`config.mk`:
```
export PLATFORM = sky130hd
export DESIGN_NAME = fetch_ctrl
export DESIGN_NICKNAME = d
export VERILOG_FILES = /design/src/rtl/fetch_pkg.sv /design/src/rtl/sat_counter.sv /design/src/rtl/fetch_ctrl.sv
export SDC_FILE = /design/constraint.sdc
export NUM_CORES = 1
export LEC_CHECK = 0
export CORE_UTILIZATION = 51
export CTS_CLUSTER_SIZE = 30
export DETAILED_ROUTE_END_ITERATION = 16
export GPL_TIMING_DRIVEN = 0
export PLACE_DENSITY_LB_ADDON = 0.2
export SYNTH_ARGS = -nofsm -noshare
export SYNTH_HDL_FRONTEND = slang
export SYNTH_HIERARCHICAL = 1
export SYNTH_SLANG_ARGS = --single-unit
```
`constraint.sdc`:
```
create_clock -name clk -period 9.75 [get_ports clk]
set_input_delay 0.975 -clock clk [delete_from_list [all_inputs] [get_ports clk]]
set_output_delay 0.975 -clock clk [all_outputs]
set_load 0.01 [all_outputs]
```
`src/rtl/fetch_pkg.sv`:
```
// rtl/fetch_pkg.sv - shared types and constants for the fetch-stage sequencer
package fetch_pkg;

   typedef enum logic [1:0] {
      F_IDLE  = 2'd0,
      F_FETCH = 2'd1,
      F_KILL  = 2'd2
   } fetch_state_t;

   localparam logic [63:0] PC_INC      = 64'd4;
   localparam int          INSTR_W_DEF = 32;

   // Redirect targets are word aligned; the low two bits are ignored.
   function automatic logic [63:0] align_pc(input logic [63:0] addr);
      return addr & ~64'h3;
   endfunction

endpackage

```
`src/rtl/sat_counter.sv`:
```
// rtl/sat_counter.sv - increment-enable saturating counter used by the FETCH_CTRL_PERF_EN counters
module sat_counter #(
   parameter int W = 32
) (
   input  logic         clk,
   input  logic         reset,
   input  logic         en,
   output logic [W-1:0] cnt
);

   always_ff @(posedge clk or posedge reset) begin
      if (reset) begin
         cnt <= '0;
      end else if (en && (cnt != '1)) begin
         cnt <= cnt + W'(1);
      end
   end

endmodule

```
`src/rtl/fetch_ctrl.sv`:
```
// rtl/fetch_ctrl.sv - fetch PC sequencer with redirect/kill handling and one-entry output register
// Optional perf counters are enabled by defining FETCH_CTRL_PERF_EN.
module fetch_ctrl
   import fetch_pkg::*;
#(
   parameter logic [63:0] RESET_PC = 64'd0,
   parameter int          INSTR_W  = INSTR_W_DEF
) (
   input  logic               clk,
   input  logic               reset,
   input  logic               PCSrc_F,
   input  logic [63:0]        PCBranch_F,
   input  logic               stall_D,
   output logic               imem_req,
   output logic [63:0]        imem_addr_F,
   input  logic               imem_ack,
   input  logic [INSTR_W-1:0] imem_rdata,
   output logic               valid_D,
   output logic [INSTR_W-1:0] instr_D,
   output logic [63:0]        pc_D
`ifdef FETCH_CTRL_PERF_EN
   ,
   output logic [31:0]        perf_stall_cnt,
   output logic [31:0]        perf_redirect_cnt
`endif
);

   fetch_state_t state, state_nxt;
   logic [63:0]  pc, pc_nxt;
   logic [63:0]  redir_pc, redir_pc_nxt;
   logic [63:0]  target;
   logic         load;

   assign target      = align_pc(PCBranch_F);
   assign imem_addr_F = pc;

   // While a killed request drains, pc keeps the old address so the memory
   // sees a stable request; the redirect target waits in redir_pc.
   always_comb begin
      state_nxt    = state;
      pc_nxt       = pc;
      redir_pc_nxt = redir_pc;
      imem_req     = 1'b0;
      load         = 1'b0;
      case (state)
         F_IDLE: begin
            state_nxt = F_FETCH;
            if (PCSrc_F) pc_nxt = target;
         end
         F_FETCH: begin
            imem_req = !valid_D || !stall_D;
            if (PCSrc_F) begin
               if (imem_req && !imem_ack) begin
                  redir_pc_nxt = target;
                  state_nxt    = F_KILL;
               end else begin
                  pc_nxt = target;
               end
            end else if (imem_req && imem_ack) begin
               load   = 1'b1;
               pc_nxt = pc + PC_INC;
            end
         end
         F_KILL: begin
            imem_req = 1'b1;
            if (PCSrc_F) redir_pc_nxt = target;
            if (imem_ack) begin
               state_nxt = F_FETCH;
               pc_nxt    = PCSrc_F ? target : redir_pc;
            end
         end
         default: state_nxt = F_IDLE;
      endcase
   end

   always_ff @(posedge clk or posedge reset) begin
      if (reset) begin
         state    <= F_IDLE;
         pc       <= RESET_PC;
         redir_pc <= RESET_PC;
      end else begin
         state    <= state_nxt;
         pc       <= pc_nxt;
         redir_pc <= redir_pc_nxt;
      end
   end

   always_ff @(posedge clk or posedge reset) begin
      if (reset) begin
         valid_D <= 1'b0;
         instr_D <= '0;
         pc_D    <= '0;
      end else if (load) begin
         valid_D <= 1'b1;
         instr_D <= imem_rdata;
         pc_D    <= pc;
      end else if (PCSrc_F || (valid_D && !stall_D)) begin
         valid_D <= 1'b0;
      end
   end

`ifdef FETCH_CTRL_PERF_EN
   sat_counter #(.W(32)) u_stall_cnt (
      .clk   (clk),
      .reset (reset),
      .en    (valid_D && stall_D),
      .cnt   (perf_stall_cnt)
   );

   sat_counter #(.W(32)) u_redirect_cnt (
      .clk   (clk),
      .reset (reset),
      .en    (PCSrc_F),
      .cnt   (perf_redirect_cnt)
   );
`endif

endmodule
```
# == Yosys cells after proc, flatten, opt, wreduce, memory -nomap -nowiden ==
# Cells that the tools add are included.
# totals
ff_bits,227
wordCells,50
input_bits,101
output_inout_bits,162
# classes
n_reduce_logical,15
muxes,20
n_eq_ne,8
n_addsub,1
# op_table
op,count
2-to-1 mux 64 bit,8
case mux 64 bit (3 select lines),1
case mux 64 bit (2 select lines),1
"adder 64 x 3 -> 64 bit, second input constant",1
"!= test 2 bit, second input constant",4
2-to-1 mux 2 bit,3
"!= test 3 bit, second input constant",2
case mux 2 bit (3 select lines),1
AND reduction 3 bit,2
2-to-1 mux 1 bit,5
AND reduction 5 bit,1
nonzero test 2 bit,2
logical AND 1 bit,3
logical NOT 1 bit,3
nonzero test 3 bit,1
"equality test 2 x 1 -> 1 bit, second input constant",1
"equality test 2 bit, second input constant",1
logical NOT 2 bit,1
logical OR 1 bit,2
case mux 1 bit (2 select lines),1

# == Logic depth before layout (Yosys ltp) ==
# Gate-level depths: netlist of run 1.
# logic_depth
depth_word,7
mapped_depth,10

# == Worst setup path after synthesis of run 1 ==
# Ideal clock, no wire load.
# synth_path
path_kind,reg2out
from,register state[0]
to,output imem_req
path_stages_with_launch,7
path_buffers,3
path_slack_ps,7068
required_time_ps,8775
arrival_time_ps,1707
cell_sequence,dfrtp_1 inv_1 ha_1 buf_2 clkbuf_1 clkbuf_1 nor2b_1
# synth_via
elab_chain_len,2
elab_cells_between_ends,3
classes_between,eq/ne: 2; mux: 1
# synth_rtl
element,line_no,rtl
start: declaration,fetch_ctrl.sv:28,"fetch_state_t state, state_nxt;"
start signal: assignment,fetch_ctrl.sv:82,state <= state_nxt;
equality test 2 bit / equality test 2 x 1 -> 1 bit (equally long branches),fetch_ctrl.sv:45,case (state)
case mux 1 bit (2 select lines) (*),fetch_ctrl.sv:45,
end: declaration,fetch_ctrl.sv:14,"output logic imem_req,"
# Every way passes the cells marked *; elsewhere a longest branch is shown, timed or not.

# == Worst setup path in the final report of run 1 ==
# Ends and elaborated chain as after synthesis.

==> flow_metrics.env, run 1 <==
export IMPL_maxSlewViolCount=0
export IMPL_power_density_mw_per_mm2=348
export IMPL_via_count=10312
export IMPL_grt_use_total_pct=32.4
export IMPL_cellLeakagePower_nw=6.14
export IMPL_max_freq_mhz=212
export IMPL_status="completed"
export IMPL_hold_path_depth=2
export IMPL_nets=1435
export IMPL_insertion_delay_ps=520
export IMPL_final_hold_viol_count=0
export IMPL_grt_pass1_wl_um=55700
export IMPL_timing_rr_end="imem_addr_F[10]"
export IMPL_finalClockSkew_ps=7.77
export IMPL_setup_viol=0
export IMPL_ys_top_cells_by_area="dfrtp_1, mux2_2, o21ai_0"
export IMPL_ys_types=67
export IMPL_fp_dieArea_mm2=0.0226
export IMPL_slew_headroom_pct=38.9
export IMPL_yosys_top_cells_count="dfrtp_1, mux2_2, o21ai_0"
export IMPL_core_mm2=0.0213
export IMPL_setup_ws_ps=5030
export IMPL_synth_top_flop_cell="dfrtp_1"
export IMPL_grt_max_degree=124
export IMPL_via_per_inst=6.36
export IMPL_drive_gt1_share_pct=16.7
export IMPL_yosysMostFrequentCell="dfrtp_1"
export IMPL_pre_cts_ws_ps=5670
export IMPL_worst_pin_slew_ps=917
export IMPL_drt_total_wl_um=36700
export IMPL_n_fill_cell=1606
export IMPL_clk_pin_slew_ps=60
export IMPL_critPathLaunch="state[0]"
export IMPL_cts_buffer_depth=3
export IMPL_drc_errors=0
export IMPL_period_minus_slack_ps=4720
export IMPL_io_pin_count=263
export IMPL_cts_root_buf="clkbuf_16"
export IMPL_grt_pass1_vias=10172
export IMPL_yosysWarnings=6
export IMPL_critPathCapture="imem_req"
export IMPL_rsz0062_at_grt="false"
export IMPL_grt_ovfl_total=0
export IMPL_std_cell_rows=53
export IMPL_port_buffers=260
export IMPL_fin_setup_tns_ps=0
export IMPL_antenna_found_initial=2
export IMPL_setup_worst_path_class="reg2out"
export IMPL_start_util_pct=52.6
export IMPL_cts_tree="done"
export IMPL_die_h_um=150
export IMPL_critPathLaunchType="flip-flop"
export IMPL_syn2layout_area_growth_pct=33.5
export IMPL_cp_arrival_ps=3740
export IMPL_wl_per_cell_um=22.6
export IMPL_ant_nets=0
export IMPL_min_period_over_period_pct=48.4
export IMPL_final_core_util_pct=70.3
export IMPL_async_reset_ff_share_pct=100
export IMPL_synth_top_area_share_pct=50.7
export IMPL_cts_setup_buffers=0
export IMPL_yosysTopAreaCell="dfrtp_1"
export IMPL_max_vdd_ir_drop_uv=164
export IMPL_reg2reg_slack_ps=6470
export IMPL_ctsHtreeMaxLevel=1
export IMPL_ctsResizeCount=0
export IMPL_synth_cells=1040
export IMPL_place_gp_congestion=0.924
export IMPL_synth_seq_cells=227
export IMPL_crit_required_ps=8780
export IMPL_syn_avg_cell_area_um2=10.8
export IMPL_cts_buffers=25
export IMPL_reg2regPathDepth=9
export IMPL_synthesis_nets=1147
export IMPL_drt_first_pass_iters=9
export IMPL_die_w_um=150
export IMPL_maxCapViolCount=0
export IMPL_path_max_fanout=10
export IMPL_synth_edf_count=0
export IMPL_timing_rr_start="state[1]"
export IMPL_drt_iter0_markers=1069
export IMPL_min_path_type="reg2reg"
export IMPL_cts_sinks=227
export IMPL_end_kind="output pin"
export IMPL_ys_seq_area_share_pct=50.7
export IMPL_syn_area_mm2=0.0112
export IMPL_cts_hold_buf=0
export IMPL_hpwl_um=25300
[worst min path at each step]
stage	endpoint	slack [ps]	start
floorplan	redir_pc[0]	460	redir_pc[0]
global placement	pc_D[6]	460	pc_D[6]
detailed placement	pc_D[6]	470	pc_D[6]
CTS	pc_D[6]	480	pc_D[6]
global route	instr_D[26]	510	instr_D[26]
finish	pc_D[6]	480	pc_D[6]
[registers in the layout, summed over array words and instances, names as in the netlist]
name         cells
redir_pc        64
imem_addr_F     64
state            2
instr_D         32
pc_D            64
valid_D          1
[power breakdown]
group          leakage (nW)  internal (W)  switching [W]  total [W]
sequential             2.79       0.00139       0.000385    0.00178
combinational          2.97       0.00120        0.00132    0.00252
clock                 0.382      0.000523       0.000382   0.000905
total                  6.14       0.00312        0.00208    0.00520
[area by class of cell]
class	count	area [um2]	area share [%]
clock inverters	8	68.8	0.460
repair buffers	261	2630	17.6
clock buffers	37	701	4.68
plain buffers	72	298	1.99
flip-flops and latches	227	5680	38.0
multi-input cells	731	5190	34.7
well taps	275	344	2.30
diodes	1	2.50	0.0167
inverters	10	45.0	0.301
[per-layer routing]
metal  GRT usage [%]  vias to the layer above  wire length, um
met5            1.14                        -               12
met2            52.2                      662            17300
met3            8.21                      141             4060
li1                -                     4488                -
met4            16.7                        2             1850
met1            40.4                     5019            13500
[cell families (layout without fill, tap and decap cells)]
family	Yosys count	in the layout	share of synthesized area, %
AND/OR/NAND/NOR	312	312	14.8
XOR/XNOR	2	2	0.156
adder cells (fa/ha/maj)	6	6	0.670
other	0	1	0
multiplexers	155	155	15.6
AO/OA/AOI/OAI	256	256	15.1
flip-flops	227	227	50.7
buffers and inverters	82	388	2.99
[critical path: stages (launching register included)]
cell and delay [ps]:
dfrtp_1 400, inv_1 90, ha_1 420, buf_2 330, clkbuf_1 520, clkbuf_1 670
nor2b_1 210, clkdlybuf4s50_1 570
[stage by stage]
step	power (W)	hold WS (ps)	cell area, um2	instances
2_1_floorplan	0.00302	464	11200	1040
3_3_place_gp	0.00416	463	14200	1575
3_5_place_dp	0.00424	470	14200	1576
4_1_cts	0.00516	482	15000	1621
5_1_grt	0.00545	510	15000	1622
6_report	0.00520	481	15000	1622
[placed cells by master, fill, tap and decap left out, types with 11 or more instances in the layout]
master           count
a21oi_1             22
a221oi_1            18
a222oi_1            14
a22o_1              11
a22oi_1             15
and3_1              14
buf_2               19
clkbuf_1            58
clkbuf_16           25
clkdlybuf4s50_1    260
dfrtp_1            227
mux2_2             153
nand2_1             63
nand3_1             32
nand4_1             25
nor2_1              90
nor3_1              26
o21ai_0            108
Note: power is estimated with default switching activity, not from simulation.
==> inputs of run 2 (changes only) <==
- clock period: 9.75 -> 4.4 ns (I/O delays scaled with it)
==> run 2 against run 1 <==
  * Critical path depth stayed put
  * Sequential power is 120% higher
  * Utilization is 0.85 points higher
  * Die area stayed put
  * Clock skew is 2.6 ps higher
  * First-iteration DRC count is 1.2% lower
  * Via count is 0.22% lower
  * Register-to-register slack worse by 5300 ps
  * Non-clock buffer count is 5 higher
  * Global-route usage is 0.30 points lower
  * Worst setup slack worse by 4800 ps
==> flow_metrics.env, run 2 (same netlist as run 1, synthesis figures left out) <==
export IMPL_status="completed"
export IMPL_gr_usage_met2_pct=52.5
export IMPL_intPower_w=0.00710
export IMPL_fp_dieArea_mm2=0.0226
export IMPL_power_share_switching_pct=39.4
export IMPL_slowest_delay_ps=620
export IMPL_crit_required_ps=3960
export IMPL_min_path_type="in2async"
export IMPL_n_fill_cell=1551
export IMPL_maxSlewViolCount=0
export IMPL_port_buffers=260
export IMPL_crit_chain="inv_1 -> ha_1 -> buf_2 -> clkbuf_1 -> clkbuf_1 -> nor2b_1 -> clkdlybuf4s50_1"
export IMPL_setup_ws_ps=215
export IMPL_power_switching_w=0.00462
export IMPL_end_kind="output pin"
export IMPL_hpwl_um=26100
export IMPL_grt_use_total_pct=32.1
export IMPL_path_max_fanout=10
export IMPL_min_period_over_period_pct=95.1
export IMPL_cp_arrival_ps=3750
export IMPL_cts_hold_buf=0
export IMPL_cts_sinks=227
export IMPL_worst_pin_slew_ps=924
export IMPL_via_per_inst=6.32
export IMPL_ctsHtreeMaxLevel=1
export IMPL_timing_rr_start="state[1]"
export IMPL_setup_viol=0
export IMPL_final_hold_viol_count=0
export IMPL_cp_top_family="buffers and inverters"
export IMPL_reg2regPathDepth=9
export IMPL_cts_tree="done"
export IMPL_critPathLaunchType="flip-flop"
export IMPL_timing_rr_end="imem_addr_F[42]"
export IMPL_slew_headroom_pct=38.4
export IMPL_rsz0062_at_grt="false"
export IMPL_share_comb_of_total_power_pct=47.5
export IMPL_cp_slowest_cell="clkbuf_1"
export IMPL_syn2layout_area_growth_pct=35.1
export IMPL_pre_cts_ws_ps=848
export IMPL_grt_pass1_wl_um=55400
export IMPL_clk_pin_slew_ps=70
export IMPL_cts_buffers=25
export IMPL_grt_ovfl_total=0
export IMPL_period_minus_slack_ps=4190
export IMPL_wl_per_cell_um=22.7
export IMPL_max_freq_mhz=239
export IMPL_ant_nets=0
export IMPL_path_buf_inv=5
export IMPL_cts_root_buf="clkbuf_16"
export IMPL_mostFrequentLayoutCell="clkdlybuf4s50_1"
export IMPL_drt_total_wl_um=37000
export IMPL_drt_first_pass_iters=7
export IMPL_reg2reg_slack_ps=1130
export IMPL_fin_setup_tns_ps=0
export IMPL_die_w_um=150
export IMPL_core_mm2=0.0213
export IMPL_nets=1440
export IMPL_hold_slack_ps=275
export IMPL_drc_errors=0
export IMPL_start_util_pct=52.6
export IMPL_cts_buffer_depth=3
export IMPL_insertion_delay_ps=530
export IMPL_antenna_found_initial=3
export IMPL_critPathMostFrequentCell="clkbuf_1"
export IMPL_max_vdd_ir_drop_uv=498
export IMPL_final_cell_mix="clkdlybuf4s50_1, dfrtp_1, mux2_2"
export IMPL_cellLeakagePower_nw=6.22
export IMPL_drive_gt1_share_pct=17.1
export IMPL_setup_worst_path_class="reg2out"
export IMPL_use_met1_pct=40.7
export IMPL_grt_use_met3_pct=7.91
export IMPL_finalClockSkew_ps=10.4
export IMPL_die_h_um=150
export IMPL_io_pin_count=263
export IMPL_busiest_layer="met2"
export IMPL_grt_pass1_vias=10076
export IMPL_maxCapViolCount=0
export IMPL_power_total_w=0.0117
export IMPL_grt_max_degree=43
export IMPL_seq_power_share_pct=33.7
export IMPL_std_cell_rows=53
export IMPL_clkPwrFrac_pct=18.7
export IMPL_power_density_mw_per_mm2=774
export IMPL_drt_iter0_markers=1056
export IMPL_via_count=10289
export IMPL_cts_setup_buffers=0
export IMPL_place_gp_congestion=0.937
export IMPL_ctsResizeCount=0
==> run 2: metrics by stage <==
step / area, um2 / std cells / utilization (%)
global placement: 14200 / 1575 / 66.5
floorplan: 11200 / 1040 / -
global route: 15100 / 1626 / 71.1
CTS: 15100 / 1626 / 71.1
detailed placement: 14300 / 1581 / 67.1
finish: 15100 / 1629 / 71.1
==> run 2: power by group through the flow <==
stage / logic [W] / registers (W) / clock network, W
3_5_place_dp: 0.00547 / 0.00395 / 0
2_1_floorplan: 0.00263 / 0.00406 / 0
4_1_cts: 0.00550 / 0.00393 / 0.00221
6_report: 0.00557 / 0.00395 / 0.00219
5_1_grt: 0.00590 / 0.00407 / 0.00230
3_3_place_gp: 0.00533 / 0.00390 / 0
==> run 2: per-layer routing <==
| metal | wire (um) | vias to the layer above |
|---|---|---|
| met4 | 1570 | 2 |
| li1 | - | 4499 |
| met1 | 13600 | 4985 |
| met2 | 17500 | 671 |
| met5 | 13 | - |
| met3 | 4240 | 132 |
==> run 2: how the worst max path moves through the flow <==
stage / from / to / slack, ps / cells past startpoint
finish: state[1] / imem_req / 210 / 7
global route: state[1] / imem_req / 160 / 7
CTS: state[1] / imem_req / 270 / 7
detailed placement: state[1] / imem_req / 850 / 7
global placement: reset / instr_D[18] / -810 / 2
floorplan: reset / imem_addr_F[0] / 990 / 1
==> run 2: cell type report <==
cell class / instances / area (um2) / area share, %
Buffer: 72 / 298 / 1.97
Tap cell: 275 / 344 / 2.27
Multi-Input combinational cell: 731 / 5190 / 34.3
Sequential cell: 227 / 5680 / 37.5
Inverter: 10 / 41.3 / 0.273
Clock buffer: 40 / 752 / 4.97
Antenna cell: 3 / 7.51 / 0.0496
Clock inverter: 5 / 104 / 0.686
Timing Repair Buffer: 266 / 2720 / 18.0
==> run 2: worst register-to-register path: stages (launching register included) <==
cell      delay, ps
dfrtp_1         440
inv_1           100
ha_1            220
clkbuf_1        360
o21ai_0         310
nand2_1         260
buf_2           360
clkbuf_1        670
a221oi_1        230
o22ai_1         240
==> inputs of run 3 (changes only) <==
- CAP_MARGIN: default -> 20
- CORE_UTILIZATION: 51 -> 52
- CTS_BUF_LIST: default -> sky130_fd_sc_hd__clkbuf_8
==> run 3 against run 2 <==
  * Power shrank 2.1%
  * Combinational power is essentially flat
  * Sequential cell count is the same
  * Critical path depth is the same
  * Sequential share of layout area grew 0.19 points
  * Global-route usage grew 0.78 points
  * Routed wire length shrank 0.95%
  * Worst hold slack lost 37 ps
  * Count of clock-buffer cells in the layout grew 10
  * Clock skew grew 13 ps
  * Final area shrank 0.51%
  * Largest power group unchanged
==> flow_metrics.env, run 3 (same netlist as run 1, synthesis figures left out) <==
export IMPL_status="completed"
export IMPL_cts_root_buf="clkbuf_8"
export IMPL_drt_met1_wl_um=13800
export IMPL_ctsHtreeMaxLevel=2
export IMPL_wl_per_cell_um=22.2
export IMPL_n_fill_cell=1615
export IMPL_nets=1455
export IMPL_std_cell_rows=53
export IMPL_final_cell_mix="clkdlybuf4s50_1, dfrtp_1, mux2_2"
export IMPL_power_total_w=0.0115
export IMPL_dr_wl_met3_um=4110
export IMPL_io_pin_count=263
export IMPL_maxCapViolCount=0
export IMPL_drt_iter0_markers=1217
export IMPL_ant_nets=0
export IMPL_setup_viol=0
export IMPL_ctsResizeCount=0
export IMPL_routed_wl_met2_um=17100
export IMPL_min_period_over_period_pct=95.7
export IMPL_path_max_fanout=10
export IMPL_die_h_um=149
export IMPL_finalClockSkew_ps=23.4
export IMPL_drt_first_pass_iters=8
export IMPL_period_minus_slack_ps=4210
export IMPL_stdcell_count=1649
export IMPL_clk_pin_slew_ps=60
export IMPL_cp_arrival_ps=3770
export IMPL_worst_pin_slew_ps=973
export IMPL_drive_gt1_share_pct=18.0
export IMPL_end_kind="output pin"
export IMPL_crit_required_ps=3960
export IMPL_setup_worst_path_class="reg2out"
export IMPL_cts_buffer_depth=3
export IMPL_grt_pass1_wl_um=55600
export IMPL_via_count=10384
export IMPL_hpwl_um=25400
export IMPL_grt_ovfl_total=0
export IMPL_grt_max_degree=44
export IMPL_setup_ws_ps=190
export IMPL_slew_headroom_pct=35.1
export IMPL_die_w_um=149
export IMPL_maxSlewViolCount=0
export IMPL_start_util_pct=53.1
export IMPL_rsz0062_at_grt="false"
export IMPL_mostFrequentLayoutCell="clkdlybuf4s50_1"
export IMPL_place_gp_congestion=0.920
export IMPL_core_mm2=0.0211
export IMPL_fp_dieArea_mm2=0.0221
export IMPL_power_density_mw_per_mm2=762
export IMPL_cts_hold_buf=0
export IMPL_cellLeakagePower_nw=6.26
export IMPL_drt_total_wl_um=36600
export IMPL_antenna_found_initial=1
export IMPL_final_core_util_pct=71.4
export IMPL_grt_pass1_vias=10050
export IMPL_diodes=0
export IMPL_max_vdd_ir_drop_uv=382
export IMPL_port_buffers=260
export IMPL_max_freq_mhz=238
export IMPL_hold_slack_ps=238
export IMPL_final_hold_viol_count=0
export IMPL_top_layer_used="met5"
export IMPL_min_path_type="in2async"
export IMPL_critPathLaunchType="flip-flop"
export IMPL_cts_sinks=227
export IMPL_pre_cts_ws_ps=852
export IMPL_grt_use_total_pct=32.9
export IMPL_cts_tree="done"
export IMPL_cts_setup_buffers=0
export IMPL_via_per_inst=6.30
export IMPL_syn2layout_area_growth_pct=34.4
export IMPL_drc_errors=0
export IMPL_dp_cells=1581
export IMPL_cts_buffers=40
export IMPL_insertion_delay_ps=560
-- run 3: metrics by stage --
stage          TNS [ps]  cell area [um2]
2_1_floorplan         0            11200
3_3_place_gp    -175710            14200
3_5_place_dp          0            14300
4_1_cts               0            15100
5_1_grt               0            15100
6_report              0            15100
-- run 3: power by group --
part	internal [W]	switching, W	total (W)
Clock	0.00107	0.000877	0.00195
Combinational	0.00267	0.00290	0.00557
Sequential	0.00309	0.000864	0.00395
-- run 3: worst paths after layout --
check / from / end / slack [ps] / cells past startpoint
max: state[0] / imem_req / 190 / 7
min in group clk: pc_D[49] / pc_D[49] / 490 / 2
min reg2reg: pc_D[49] / pc_D[49] / 490 / 2
max reg2reg: state[1] / imem_addr_F[35] / 1030 / 9
max in group asynchronous: reset / imem_addr_F[3] / 3140 / 5
min: reset / imem_addr_F[33] / 240 / 2
-- run 3: critical path, stage by stage (launching register included) --
cell and delay [ps]:
dfrtp_1 400, inv_1 100, ha_1 420, buf_2 320, clkbuf_1 550, clkbuf_1 640
nor2b_1 220, clkdlybuf4s50_1 570
-- run 3: cell type report --
class,instances,area [um2],share of cell area [%]
inverter,10,41.3,0.274
clock buffer,50,688,4.57
multi-input combinational,731,5190,34.5
timing repair buffer,266,2720,18.1
tap,275,344,2.28
buffer,72,298,1.98
clock inverter,18,97.6,0.648
sequential,227,5680,37.7
-- run 3: layer usage --
layer | vias to the layer above | global-route usage [%]
li1 | 4534 | -
met1 | 5075 | 42.4
met2 | 638 | 51.5
met3 | 135 | 8.20
met4 | 2 | 17.1
met5 | - | 1.14
